`src/rtl/sram_spi_master.sv`:
```
// sram_spi_master: SPI mode-0 master for 23LC-class serial SRAM.
//   Runs entirely on clk; SCLK is produced by a divider that toggles every
//   CLK_DIV clk cycles while a transaction is active. Supports READ (0x03),
//   WRITE (0x02), RDSR (0x05) and WRSR (0x01). Other opcodes are ignored.
//
// Ports:
//   clk, rst            system clock, asynchronous active-high reset
//   start, inst         command request (sampled in IDLE) and opcode
//   address             SRAM address (ADDR_BYTES bytes), captured at start
//   byte_length         data bytes for READ/WRITE, captured at start
//   wr_data/valid/ready write byte stream; transfer stalls until wr_valid
//   rd_data/valid       received byte, one-cycle valid pulse per byte
//   busy, done          transaction in progress / one-cycle end pulse
//   cs_n, sclk, mosi    SPI outputs (sclk idles low)
//   miso                SPI input
//
// Optional build macro: SRAM_SPI_INIT_SEQ_EN
//   When defined, the block issues WRSR 0x40 (sequential mode) on its own
//   after reset release, with no done pulse and no wr_ready activity.
module sram_spi_master #(
    parameter int ADDR_BYTES = 3,
    parameter int CLK_DIV    = 2,
    parameter int LEN_W      = 24
) (
    input  logic                    clk,
    input  logic                    rst,
    input  logic                    start,
    input  logic [7:0]              inst,
    input  logic [8*ADDR_BYTES-1:0] address,
    input  logic [LEN_W-1:0]        byte_length,
    input  logic [7:0]              wr_data,
    input  logic                    wr_valid,
    output logic                    wr_ready,
    output logic [7:0]              rd_data,
    output logic                    rd_valid,
    output logic                    busy,
    output logic                    done,
    output logic                    cs_n,
    output logic                    sclk,
    output logic                    mosi,
    input  logic                    miso
);

    localparam int AW = 8 * ADDR_BYTES;
    localparam int DW = (CLK_DIV > 1) ? $clog2(CLK_DIV) : 1;

    localparam logic [2:0] S_IDLE     = 3'd0;
    localparam logic [2:0] S_CS_SETUP = 3'd1;
    localparam logic [2:0] S_CMD      = 3'd2;
    localparam logic [2:0] S_ADDR     = 3'd3;
    localparam logic [2:0] S_DATA     = 3'd4;
    localparam logic [2:0] S_CS_HOLD  = 3'd5;

    localparam logic [7:0] OP_READ  = 8'h03;
    localparam logic [7:0] OP_WRITE = 8'h02;
    localparam logic [7:0] OP_RDSR  = 8'h05;
    localparam logic [7:0] OP_WRSR  = 8'h01;
    localparam logic [7:0] INIT_SR  = 8'h40;

`ifdef SRAM_SPI_INIT_SEQ_EN
    localparam logic INIT_EN = 1'b1;
`else
    localparam logic INIT_EN = 1'b0;
`endif

    logic [2:0]       state;
    logic [DW-1:0]    div_cnt;
    logic             tick;
    logic [2:0]       bit_cnt;
    logic [LEN_W-1:0] byte_cnt;
    logic [1:0]       addr_left;
    logic [AW-1:0]    addr_sr;
    logic [7:0]       tx_sr;
    logic [6:0]       rx_sr;
    logic             op_rw, op_rd, op_wr;
    logic             need_load;
    logic             init_pend, init_run;
    logic             dec_rw, dec_rd, dec_wr, dec_ok;
    logic             last_bit;
    logic             load_addr, go_data;

    assign dec_rw = (inst == OP_READ) || (inst == OP_WRITE);
    assign dec_rd = (inst == OP_READ) || (inst == OP_RDSR);
    assign dec_wr = (inst == OP_WRITE) || (inst == OP_WRSR);
    assign dec_ok = dec_rd || dec_wr;

    // The divider is frozen while waiting for a write byte, so sclk stays low
    // and a full half-period of mosi setup follows the handshake.
    assign tick     = (state != S_IDLE) && !need_load && (div_cnt == DW'(CLK_DIV - 1));
    assign last_bit = (bit_cnt == 3'd7);
    assign mosi     = tx_sr[7];

    // What follows the byte that is finishing (used on its last falling edge).
    always_comb begin
        load_addr = 1'b0;
        go_data   = 1'b0;
        case (state)
            S_CMD:  begin
                load_addr = op_rw;
                go_data   = !op_rw;
            end
            S_ADDR: begin
                load_addr = (addr_left != 2'd0);
                go_data   = (addr_left == 2'd0) && (byte_cnt != '0);
            end
            S_DATA: go_data = (byte_cnt > LEN_W'(1));
            default: ;
        endcase
    end

    always_ff @(posedge clk or posedge rst) begin
        if (rst) begin
            state     <= S_IDLE;
            div_cnt   <= '0;
            bit_cnt   <= '0;
            byte_cnt  <= '0;
            addr_left <= '0;
            addr_sr   <= '0;
            tx_sr     <= '0;
            rx_sr     <= '0;
            op_rw     <= 1'b0;
            op_rd     <= 1'b0;
            op_wr     <= 1'b0;
            need_load <= 1'b0;
            init_pend <= INIT_EN;
            init_run  <= 1'b0;
            cs_n      <= 1'b1;
            sclk      <= 1'b0;
            busy      <= 1'b0;
            done      <= 1'b0;
            rd_valid  <= 1'b0;
            wr_ready  <= 1'b0;
            rd_data   <= '0;
        end else begin
            done     <= 1'b0;
            rd_valid <= 1'b0;

            if (state == S_IDLE || need_load || tick)
                div_cnt <= '0;
            else
                div_cnt <= div_cnt + 1'b1;

            case (state)
                S_IDLE: begin
                    bit_cnt <= '0;
                    if (init_pend) begin
                        init_pend <= 1'b0;
                        init_run  <= 1'b1;
                        op_rw     <= 1'b0;
                        op_rd     <= 1'b0;
                        op_wr     <= 1'b1;
                        byte_cnt  <= LEN_W'(1);
                        tx_sr     <= OP_WRSR;
                        cs_n      <= 1'b0;
                        busy      <= 1'b1;
                        state     <= S_CS_SETUP;
                    end else if (start && dec_ok) begin
                        op_rw    <= dec_rw;
                        op_rd    <= dec_rd;
                        op_wr    <= dec_wr;
                        byte_cnt <= dec_rw ? byte_length : LEN_W'(1);
                        addr_sr  <= address;
                        tx_sr    <= inst;
                        cs_n     <= 1'b0;
                        busy     <= 1'b1;
                        state    <= S_CS_SETUP;
                    end
                end

                // First opcode bit is already on mosi; this tick is the first rising edge.
                S_CS_SETUP: begin
                    if (tick) begin
                        sclk  <= 1'b1;
                        state <= S_CMD;
                    end
                end

                S_CMD, S_ADDR, S_DATA: begin
                    if (need_load) begin
                        if (wr_valid) begin
                            tx_sr     <= wr_data;
                            need_load <= 1'b0;
                            wr_ready  <= 1'b0;
                        end
                    end else if (tick) begin
                        if (!sclk) begin
                            sclk  <= 1'b1;
                            rx_sr <= {rx_sr[5:0], miso};
                            if (state == S_DATA && op_rd && last_bit) begin
                                rd_data  <= {rx_sr, miso};
                                rd_valid <= 1'b1;
                            end
                        end else begin
                            sclk    <= 1'b0;
                            bit_cnt <= bit_cnt + 1'b1;
                            if (!last_bit) begin
                                tx_sr <= {tx_sr[6:0], 1'b0};
                            end else begin
                                if (state == S_DATA)
                                    byte_cnt <= byte_cnt - 1'b1;
                                if (load_addr) begin
                                    tx_sr     <= addr_sr[AW-1 -: 8];
                                    addr_sr   <= addr_sr << 8;
                                    addr_left <= (state == S_CMD) ? 2'(ADDR_BYTES - 1) : addr_left - 1'b1;
                                    state     <= S_ADDR;
                                end else if (go_data) begin
                                    state <= S_DATA;
                                    if (op_wr && !init_run) begin
                                        tx_sr     <= '0;
                                        need_load <= 1'b1;
                                        wr_ready  <= 1'b1;
                                    end else begin
                                        tx_sr <= init_run ? INIT_SR : 8'h00;
                                    end
                                end else begin
                                    tx_sr <= '0;
                                    state <= S_CS_HOLD;
                                end
                            end
                        end
                    end
                end

                S_CS_HOLD: begin
                    if (tick) begin
                        cs_n     <= 1'b1;
                        busy     <= 1'b0;
                        done     <= !init_run;
                        init_run <= 1'b0;
                        state    <= S_IDLE;
                    end
                end

                default: state <= S_IDLE;
            endcase
        end
    end

endmodule

```
`config.mk`:
```
export PLATFORM = sky130hd
export DESIGN_NAME = sram_spi_master
export DESIGN_NICKNAME = d
export VERILOG_FILES = /design/src/rtl/sram_spi_master.sv
export SDC_FILE = /design/constraint.sdc
export NUM_CORES = 1
export LEC_CHECK = 0
export CORE_ASPECT_RATIO = 1.2
export CORE_MARGIN = 3
export CORE_UTILIZATION = 59
export CTS_BUF_LIST = sky130_fd_sc_hd__clkbuf_4 sky130_fd_sc_hd__clkbuf_8
export DETAILED_ROUTE_END_ITERATION = 6
export HOLD_SLACK_MARGIN = 0.08
export PLACE_DENSITY = 0.9
export SYNTH_ARGS = -nofsm -noshare
export SYNTH_HDL_FRONTEND = slang
export SYNTH_SLANG_ARGS = --single-unit
```
`constraint.sdc`:
```
create_clock -name clk -period 8.61 [get_ports clk]
set_input_delay 1.722 -clock clk [delete_from_list [all_inputs] [get_ports clk]]
set_output_delay 1.722 -clock clk [all_outputs]
set_load 0.005 [all_outputs]
```
==> impl_metrics.yaml, run 1 <==
outcome:
  status: "complete, no violations"
final_layout:
  mostFrequentLayoutCells: "89 x dfrtp_1, 83 x clkdlybuf4s50_1, 70 x nand2_1"
  syn2layout_area_growth_pct: 23.1
  seq_area_sq_um: 2250
  fill_cells: 557
  final_area_sq_um: 5780
  multi_input_area_sq_um: 2270
  final_common_cell: "dfrtp_1"
  final_nets: 634
  final_cells: 656
  final_util_pct: 75.0
  drive_gt1_share_pct: 13.3
  antennaDiodeCount: 0
critical_path:
  worst_path_largest_cell_delay_ns: 0.69
  criticalPathCategory: "in -> reg"
  worstSetupStartpointType: "primary input"
  required_ns: 8.86
  path_delay_family: "simple AND/OR/NAND/NOR gates"
  worstSetupEndpointType: "register"
  crit_buf_inv: 1
  cp.arrival_ns: 4.17
  cp_slowest_cell: "and4_1"
  crit_path_cell_trace: "clkdlybuf4s50_1, or3_1, nor3_2, and4_1, nor3b_2, mux2_2"
  critPathMaxFanout: 17
synth:
  synthFlopType: "dfrtp_1"
  syn-mean-instance-area_sq_um: 9.65
  yosysTopAreaCell: "dfrtp_1"
  syn_area_sq_um: 4700
  synth_seq_area_share_pct: 48.0
  syn_nets: 562
  synth-edff-count: 0
  ys.warnings.count: 0
  postSynthCellCount: 487
  synth.distinct_cells: 59
  ys_ff_latch: 90
  synth.top_cell.area_share_pct: 47.4
  ys_top_cells_by_area: "dfrtp_1 47%, mux2_2 9.1%, o21ai_0 6.5%"
  async_flop_share_pct: 100
sta:
  fin_crit_ns: 3.92
  hold_ws_ns: 0.471
  tightest_slew_ns: 1.11
  drv_slew: 0
  fin_skew_ns: 0.0133
  max_clock_freq_mhz: 255
  period_share_pct: 45.6
  setup_viol: 0
  setup_tns_ns: 0
  hold_viol_final: 0
  max-slew-margin-rel_pct: 26.1
  rsz0062_at_grt: "false"
global_route:
  grt.total_usage_pct: 26.8
  grt_max_degree: 91
  antenna_found_initial: 0
  grt_pass1_vias: 4190
  grt_overflow: 0
  grt_pass1_wl_um: 19400
job:
  cap_violations: 0
floorplanning:
  die-area_sq_um: 9070
  core_area_sq_um: 7710
  boundaryPins: 84
  die_y_um: 104
  start_util_pct: 61.0
  die_w_um: 87.5
  rows: 35
cts:
  cts_buffer_depth: 2
  cts_tree: "done"
  ctsResizeCount: 0
  clk_pin_slew_worst_paths_ns: 0.08
  cts_htree_levels: 3
  cts-root-buf: "clkbuf_8"
  clk-insertion-delay-late_ns: 0.37
  postCtsHoldBufs: 0
  clkSinkCount: 90
  post_cts_buffers: 0
  cts_inserted_buffers: 9
routing:
  vias: 4166
  drc_errors: 0
  drt_iter0_markers: 394
  wire_per_inst_um: 17.9
  via_per_inst: 6.35
  drtAntennaViolNets: 0
  drt-pass1-iter-count: 5
  drt-total-wl_um: 11700
place:
  placed_cell_area_sq_um: 5580
  place_congestion: 0.893
  place_hpwl_um: 8180
  dp.cells: 640
  io_buffers: 83
pwr:
  leakage_nw: 2.60
  ir_worst_vdd_v: 0.000122
  powerDensity_nw_per_um2: 171
worst_hold_path:
  hp-class: "reg -> reg"
## power by group
part / switching, mW / internal (mW)
Sequential: 0.0400 / 0.478
Combinational: 0.0818 / 0.0954
Clock: 0.153 / 0.138
Total: 0.275 / 0.711
## flip-flops by register name, indices dropped and copies added (netlist names), 2 cells and up
| signal | flops |
|---|---|
| rx_sr | 7 |
| addr_left | 2 |
| byte_cnt | 24 |
| rd_data | 8 |
| bit_cnt | 3 |
| state | 3 |
| tx_sr | 8 |
| addr_sr | 24 |
## cell usage after synthesis (2+ instances only)
master     n
a32oi_1    8
ha_1       6
nor3b_2    2
nor3b_1    2
nor2_1    27
mux2_1     2
buf_2      6
o21bai_1   2
nor3_1    13
a31oi_1    7
nor3_2     2
o211ai_1   2
mux2_2    38
a22o_1     8
nor4_1     6
dfrtp_1   89
a22oi_1   13
nand4_1    2
nand2b_1   2
or4_1      4
inv_1     17
o22ai_1    3
nor2b_1    4
or2_2      2
clkbuf_1  20
a221oi_1   8
nand2_1   70
nand3_1    6
o21ai_0   61
a21oi_1   20
or3_1      6
and4_1     2
## worst reg2reg max path: cells and delay by family, from the launching register on
kind	cells	cell delay (ns)
buffers and inverters	1	0.39
and+or+nand+nor	4	1.59
DFF	1	0.57
muxes	1	0.41
## area by class of cell
type	instances	area share (%)
Tap cell	92	1.99
Inverter	18	1.19
Multi-Input combinational cell	351	39.3
Clock buffer	10	2.27
Timing Repair Buffer	89	15.1
Sequential cell	90	39.0
Clock inverter	6	1.15
## routing by layer
metal | GRT usage [%] | share of wire [%]
met1 | 33.0 | 39
met4 | 12.3 | 2.1
met2 | 45.2 | 53
met3 | 4.69 | 6.1
met5 | 0 | 0
## cells by family after synthesis
kind of cell | after synthesis | share of synthesized area, %
flip-flops | 90 | 48.0
AND/OR/NAND/NOR | 160 | 17.3
AO/OA/AOI/OAI | 142 | 19.0
buffers and inverters | 46 | 3.91
XOR/XNOR | 2 | 0.373
adder cells (fa/ha/maj) | 6 | 1.60
multiplexers | 41 | 9.80
## stage by stage
step / setup slack [ns] / power (mW)
final: 4.69 / 0.986
after global routing: 4.52 / 1.03
after CTS: 4.69 / 0.987
after detailed placement: 4.32 / 0.700
after global placement: 4.44 / 0.689
after floorplan: 4.55 / 0.627
## path summary, 6_finish.rpt
kind,slack (ns),depth (start not counted),startpoint,to
hold / removal,0.47,1,div_cnt$_DFF_PP0_,div_cnt$_DFF_PP0_
max in group asynchronous,5.88,3,rst,div_cnt$_DFF_PP0_
setup / recovery,4.69,6,inst[3],tx_sr[0]$_DFFE_PP0P_
hold reg to reg,0.47,1,div_cnt$_DFF_PP0_,div_cnt$_DFF_PP0_
setup reg to reg,5.55,6,state[0]$_DFFE_PP0P_,rd_data[6]$_DFFE_PP0P_
min in group asynchronous,2.02,3,rst,addr_sr[7]$_DFFE_PP0P_
(Power assumes the default switching activity.)
==> run 2, diff against run 1 <==
- CORE_UTILIZATION: 59 -> 49
- PLACE_DENSITY: 0.9 -> 0.8
- clock period: 8.61 -> 3.2 ns (I/O delays scaled with it)
==> run 2 against run 1 <==
Against the previous run:
- critical endpoint is now byte_cnt[6]$_DFFE_PP0P_
- critical path type unchanged
- highest routed layer unchanged
- global-route usage shrank 4.7 points
- worst setup slack lost 4.0 ns
- die area grew 19%
- utilization shrank 11 points
- via count shrank 1.5%
- clock power grew to 2.7 times the previous value
- count of clock-buffer cells in the layout grew 1
- flip-flop and latch count is the same
- register-to-register slack lost 4.8 ns
- largest power group unchanged
- final area grew 2.1%
- clock skew shrank 0.0058 ns
- sequential power grew to 2.6 times the previous value
==> impl_metrics.yaml, run 2 (same netlist as run 1, synthesis figures left out) <==
outcome:
  status: "complete, no violations"
pwr:
  power_frac_comb_pct: 19.2
  ir_worst_vdd_v: 0.000329
  powerDensity_nw_per_um2: 453
  p_seq_share_pct: 51.1
  switching_share_pct: 26.7
  intPower_mw: 1.96
  p_switching_uw: 713
  clkPwrFrac_pct: 29.7
  leakage_nw: 2.66
cts:
  post_cts_buffers: 0
  ctsResizeCount: 0
  clkSinkCount: 90
  cts_inserted_buffers: 9
  postCtsHoldBufs: 0
  cts_htree_levels: 3
  clk-insertion-delay-late_ns: 0.36
  cts-root-buf: "clkbuf_8"
  clk_pin_slew_worst_paths_ns: 0.08
  cts_tree: "done"
  cts_buffer_depth: 2
final_layout:
  fill_cells: 743
  largest_registers: "addr_sr x24, byte_cnt x24"
  antennaDiodeCount: 0
  drive_gt1_share_pct: 14.7
  final_common_cell: "dfrtp_1"
  final_area_sq_um: 5900
  mostFrequentLayoutCells: "89 x dfrtp_1, 83 x clkdlybuf4s50_1, 70 x nand2_1"
  final_util_pct: 64.3
  final_nets: 643
  syn2layout_area_growth_pct: 25.6
floorplanning:
  die-area_sq_um: 10800
  boundaryPins: 84
  rows: 38
  die_w_um: 95.4
  core_area_sq_um: 9180
  start_util_pct: 51.2
  die_y_um: 113
sta:
  setup_viol: 0
  max_clock_freq_mhz: 404
  period_share_pct: 77.4
  tightest_slew_ns: 0.684
  drv_slew: 0
  fin_skew_ns: 0.00752
  setup_ws_ns: 0.724
  max-slew-margin-rel_pct: 54.1
  hold_ws_ns: 0.448
  rsz0062_at_grt: "false"
  setup_tns_ns: 0
  hold_viol_final: 0
  fin_crit_ns: 2.48
routing:
  drt-pass1-iter-count: 7
  wire_per_inst_um: 16.5
  vias: 4103
  drt-total-wl_um: 11500
  drtAntennaViolNets: 0
  drt_iter0_markers: 287
  via_per_inst: 5.92
  drc_errors: 0
global_route:
  grt.total_usage_pct: 22.2
  grt_max_degree: 57
  grt_pass1_wl_um: 19100
  use_met1_pct: 27.6
  grt_util_met3_pct: 5.19
  antenna_found_initial: 0
  grt_busiest_layer: "met2"
  grtUsageMet2_pct: 36.9
  grt_pass1_vias: 4088
  grt_overflow: 0
critical_path:
  cp_common_cell: "o21ai_0"
  required_ns: 3.44
  crit_buf_inv: 2
  critPathMaxFanout: 17
  worstSetupStartpointType: "primary input"
  cp.arrival_ns: 2.71
  worst_path_largest_cell_delay_ns: 0.45
  worstSetupEndpointType: "register"
  crit_path_cell_trace: "clkdlybuf4s50_1, or3_1, nor3_2, a32oi_2, buf_4, o21ai_0, o21ai_0"
  cp_slowest_cell: "or3_1"
  path_delay_family: "simple AND/OR/NAND/NOR gates"
  criticalPathCategory: "in -> reg"
place:
  place_congestion: 0.890
  placed_cell_area_sq_um: 5700
  place_hpwl_um: 8360
  pre_cts_ws_ns: 0.319
  io_buffers: 83
worst_hold_path:
  hp-class: "reg -> reg"
job:
  cap_violations: 0
## run 2: power by group through the flow
stage	logic [mW]	clock network, mW	registers, mW
2_1_floorplan	0.326	0	1.36
3_3_place_gp	0.495	0	1.38
3_5_place_dp	0.512	0	1.39
4_1_cts	0.515	0.806	1.36
5_1_grt	0.569	0.859	1.38
6_report	0.512	0.794	1.37
## run 2: per-layer routing
layer | wire [um] | part of all wire, % | vias to the layer above
met1 | 4480 | 39 | 1975
met4 | 200 | 1.7 | 0
li1 | - | - | 1936
met2 | 5800 | 51 | 176
met3 | 987 | 8.6 | 16
met5 | 0 | 0 | -
## run 2: final cells by class
class	count	area [sq um]	share of cell area (%)
multi-input combinational	351	2270	38.5
sequential	90	2250	38.2
timing repair buffer	98	956	16.2
clock buffer	11	151	2.56
tap	120	150	2.54
inverter	18	68.8	1.17
clock inverter	5	52.6	0.890
## run 2: worst paths after layout
kind                                                end  slack, ns  cells after the start                  from
worst max register to register   rd_data[4]$_DFFE_PP0P_       0.76                      5  state[1]$_DFFE_PP0P_
worst max-delay path            byte_cnt[6]$_DFFE_PP0P_       0.72                      7               inst[3]
worst min register to register        div_cnt$_DFF_PP0_       0.45                      1     div_cnt$_DFF_PP0_
min in group asynchronous        rd_data[3]$_DFFE_PP0P_       0.66                      2                   rst
worst min-delay path                  div_cnt$_DFF_PP0_       0.45                      1     div_cnt$_DFF_PP0_
max in group asynchronous              cs_n$_DFFE_PP1P_       1.82                      3                   rst
## run 2: stage by stage
step	std cells	total power, mW
after floorplan	487	1.69
after global placement	677	1.88
after detailed placement	677	1.90
after CTS	693	2.69
after global routing	693	2.81
final	693	2.67
==> run 3, diff against run 2 <==
- CORE_UTILIZATION: 49 -> 55
- PLACE_DENSITY: 0.8 -> 0.85
- clock period: 3.2 -> 2.59 ns (I/O delays scaled with it)
==> run 3 against run 2 <==
Against the previous run:
- non-clock buffer count grew 11
- via count grew 1.6%
- count of clock-buffer cells in the layout grew 2
- clock power grew 20%
- die area shrank 10%
- routed wire length grew 3.9%
- first-iteration DRC count grew 36%
- sequential share of layout area shrank 0.86 points
- largest power group unchanged
- highest routed layer unchanged
==> impl_metrics.yaml, run 3 (same netlist as run 1, synthesis figures left out) <==
sta:
  setup_tns_ns: 0
  hold_viol_final: 0
  period_share_pct: 89.3
  fin_skew_ns: 0.0140
  drv_slew: 0
  rsz0062_at_grt: "false"
  fin_crit_ns: 2.31
  tightest_slew_ns: 0.630
  max_clock_freq_mhz: 432
  max-slew-margin-rel_pct: 57.8
  setup_viol: 0
floorplanning:
  die_w_um: 90.4
  die_y_um: 107
  rows: 36
  start_util_pct: 57.3
  boundaryPins: 84
  core_area_sq_um: 8200
  die-area_sq_um: 9690
critical_path:
  worstSetupEndpointType: "register"
  r2r_start: "state[2]$_DFFE_PP0P_"
  worst_path_largest_cell_delay_ns: 0.56
  rrSetupSlack_ns: 0.28
  crit_buf_inv: 0
  critPathMaxFanout: 11
  worstSetupStartpointType: "register"
  r2r_cells: 5
  crit_path_cell_trace: "or3b_4, nand2_1, and3_1, nor3b_2, mux2_2"
  cp_slowest_cell: "nor3b_2"
  path_delay_family: "simple AND/OR/NAND/NOR gates"
  criticalPathCategory: "reg -> reg"
  r2r_end: "tx_sr[4]$_DFFE_PP0P_"
  cp.arrival_ns: 2.56
  required_ns: 2.84
routing:
  via_per_inst: 5.97
  drtAntennaViolNets: 0
  drt-pass1-iter-count: 6
  drc_errors: 0
  drt_iter0_markers: 391
  vias: 4167
  wire_per_inst_um: 17.1
  drt-total-wl_um: 11900
cts:
  cts-root-buf: "clkbuf_8"
  postCtsHoldBufs: 0
  clk-insertion-delay-late_ns: 0.37
  cts_buffer_depth: 2
  cts_tree: "done"
  clkSinkCount: 90
  post_cts_buffers: 0
  clk_pin_slew_worst_paths_ns: 0.08
  cts_htree_levels: 3
  cts_inserted_buffers: 9
  ctsResizeCount: 0
global_route:
  grt_pass1_wl_um: 20100
  grt_pass1_vias: 4246
  grt.total_usage_pct: 25.7
  grt_max_degree: 50
  grt_overflow: 0
  antenna_found_initial: 0
final_layout:
  syn2layout_area_growth_pct: 28.5
  antennaDiodeCount: 0
  mostFrequentLayoutCells: "89 x dfrtp_1, 83 x clkdlybuf4s50_1, 70 x nand2_1"
  final_area_sq_um: 6040
  largest_registers: "addr_sr x24, byte_cnt x24"
  final_common_cell: "dfrtp_1"
  drive_gt1_share_pct: 16.3
  final_nets: 654
worst_hold_path:
  hold_depth: 1
  hp-class: "reg -> reg"
  whs_endpoint: "bit_cnt[0]$_DFFE_PP0P_"
  holdCritStartpoint: "bit_cnt[0]$_DFFE_PP0P_"
pwr:
  ir_worst_vdd_v: 0.000325
  leakage_nw: 2.74
  powerDensity_nw_per_um2: 547
place:
  place_hpwl_um: 8610
  place_congestion: 0.922
  io_buffers: 83
  placed_cell_area_sq_um: 5840
job:
  cap_violations: 0
outcome:
  status: "complete, no violations"
-- run 3: cell count changes in the layout (fill, tap and decap cells not counted) --
cell | before | now
clkinv_4 | 0 | 1
clkinvlp_4 | 1 | 2
bufinv_16 | 1 | 0
clkinv_2 | 4 | 1
buf_4 | 14 | 20
clkbuf_8 | 11 | 13
buf_12 | 1 | 6
-- run 3: where the power goes --
group          total (mW)  internal, mW  switching [mW]  leakage (nW)
Clock               0.949         0.454           0.494         0.102
Combinational       0.661         0.361           0.300          1.47
Sequential           1.70          1.59           0.107          1.17
-- run 3: area by class of cell --
| class | count | area (sq um) |
|---|---|---|
| multi-input combinational | 351 | 2270 |
| sequential | 90 | 2250 |
| fill | 596 | 2160 |
| timing repair buffer | 109 | 1100 |
| clock buffer | 13 | 179 |
| tap | 114 | 143 |
| inverter | 18 | 71.3 |
| clock inverter | 3 | 21.3 |
-- run 3: per-stage QoR --
| step | hold WS [ns] | instances | util, % | total power, mW | setup WS [ns] |
|---|---|---|---|---|---|
| final | 0.491 | 698 | 73.7 | 3.31 | 0.278 |
| after global routing | 0.497 | 698 | 73.7 | 3.46 | 0.127 |
| after CTS | 0.474 | 698 | 73.7 | 3.32 | 0.294 |
| after detailed placement | 0.463 | 682 | 71.2 | 2.38 | 0.00906 |
| after global placement | 0.437 | 682 | 71.2 | 2.35 | 0.0876 |
| after floorplan | 0.415 | 487 | - | 2.09 | 0.316 |
-- run 3: worst max-delay path by stage --
stage	slack, ns	cells after the start	end	from
2_1_floorplan	0.32	8	addr_sr[23]$_DFFE_PP0P_	bit_cnt[0]$_DFFE_PP0P_
3_3_place_gp	0.09	6	tx_sr[7]$_DFFE_PP0P_	inst[4]
3_5_place_dp	0.009	6	tx_sr[6]$_DFFE_PP0P_	inst[4]
4_1_cts	0.29	5	tx_sr[4]$_DFFE_PP0P_	state[2]$_DFFE_PP0P_
5_1_grt	0.13	5	byte_cnt[19]$_DFFE_PP0P_	byte_cnt[4]$_DFFE_PP0P_
6_report	0.28	5	tx_sr[4]$_DFFE_PP0P_	state[2]$_DFFE_PP0P_
-- run 3: metal layers --
| metal | part of all wire, % | routed length (um) | global-route usage [%] |
|---|---|---|---|
| met5 | 0 | 0 | 0 |
| met2 | 52 | 6210 | 44.8 |
| met1 | 40 | 4770 | 31.5 |
| met4 | 1.6 | 186 | 10.2 |
| met3 | 6.3 | 746 | 5.12 |
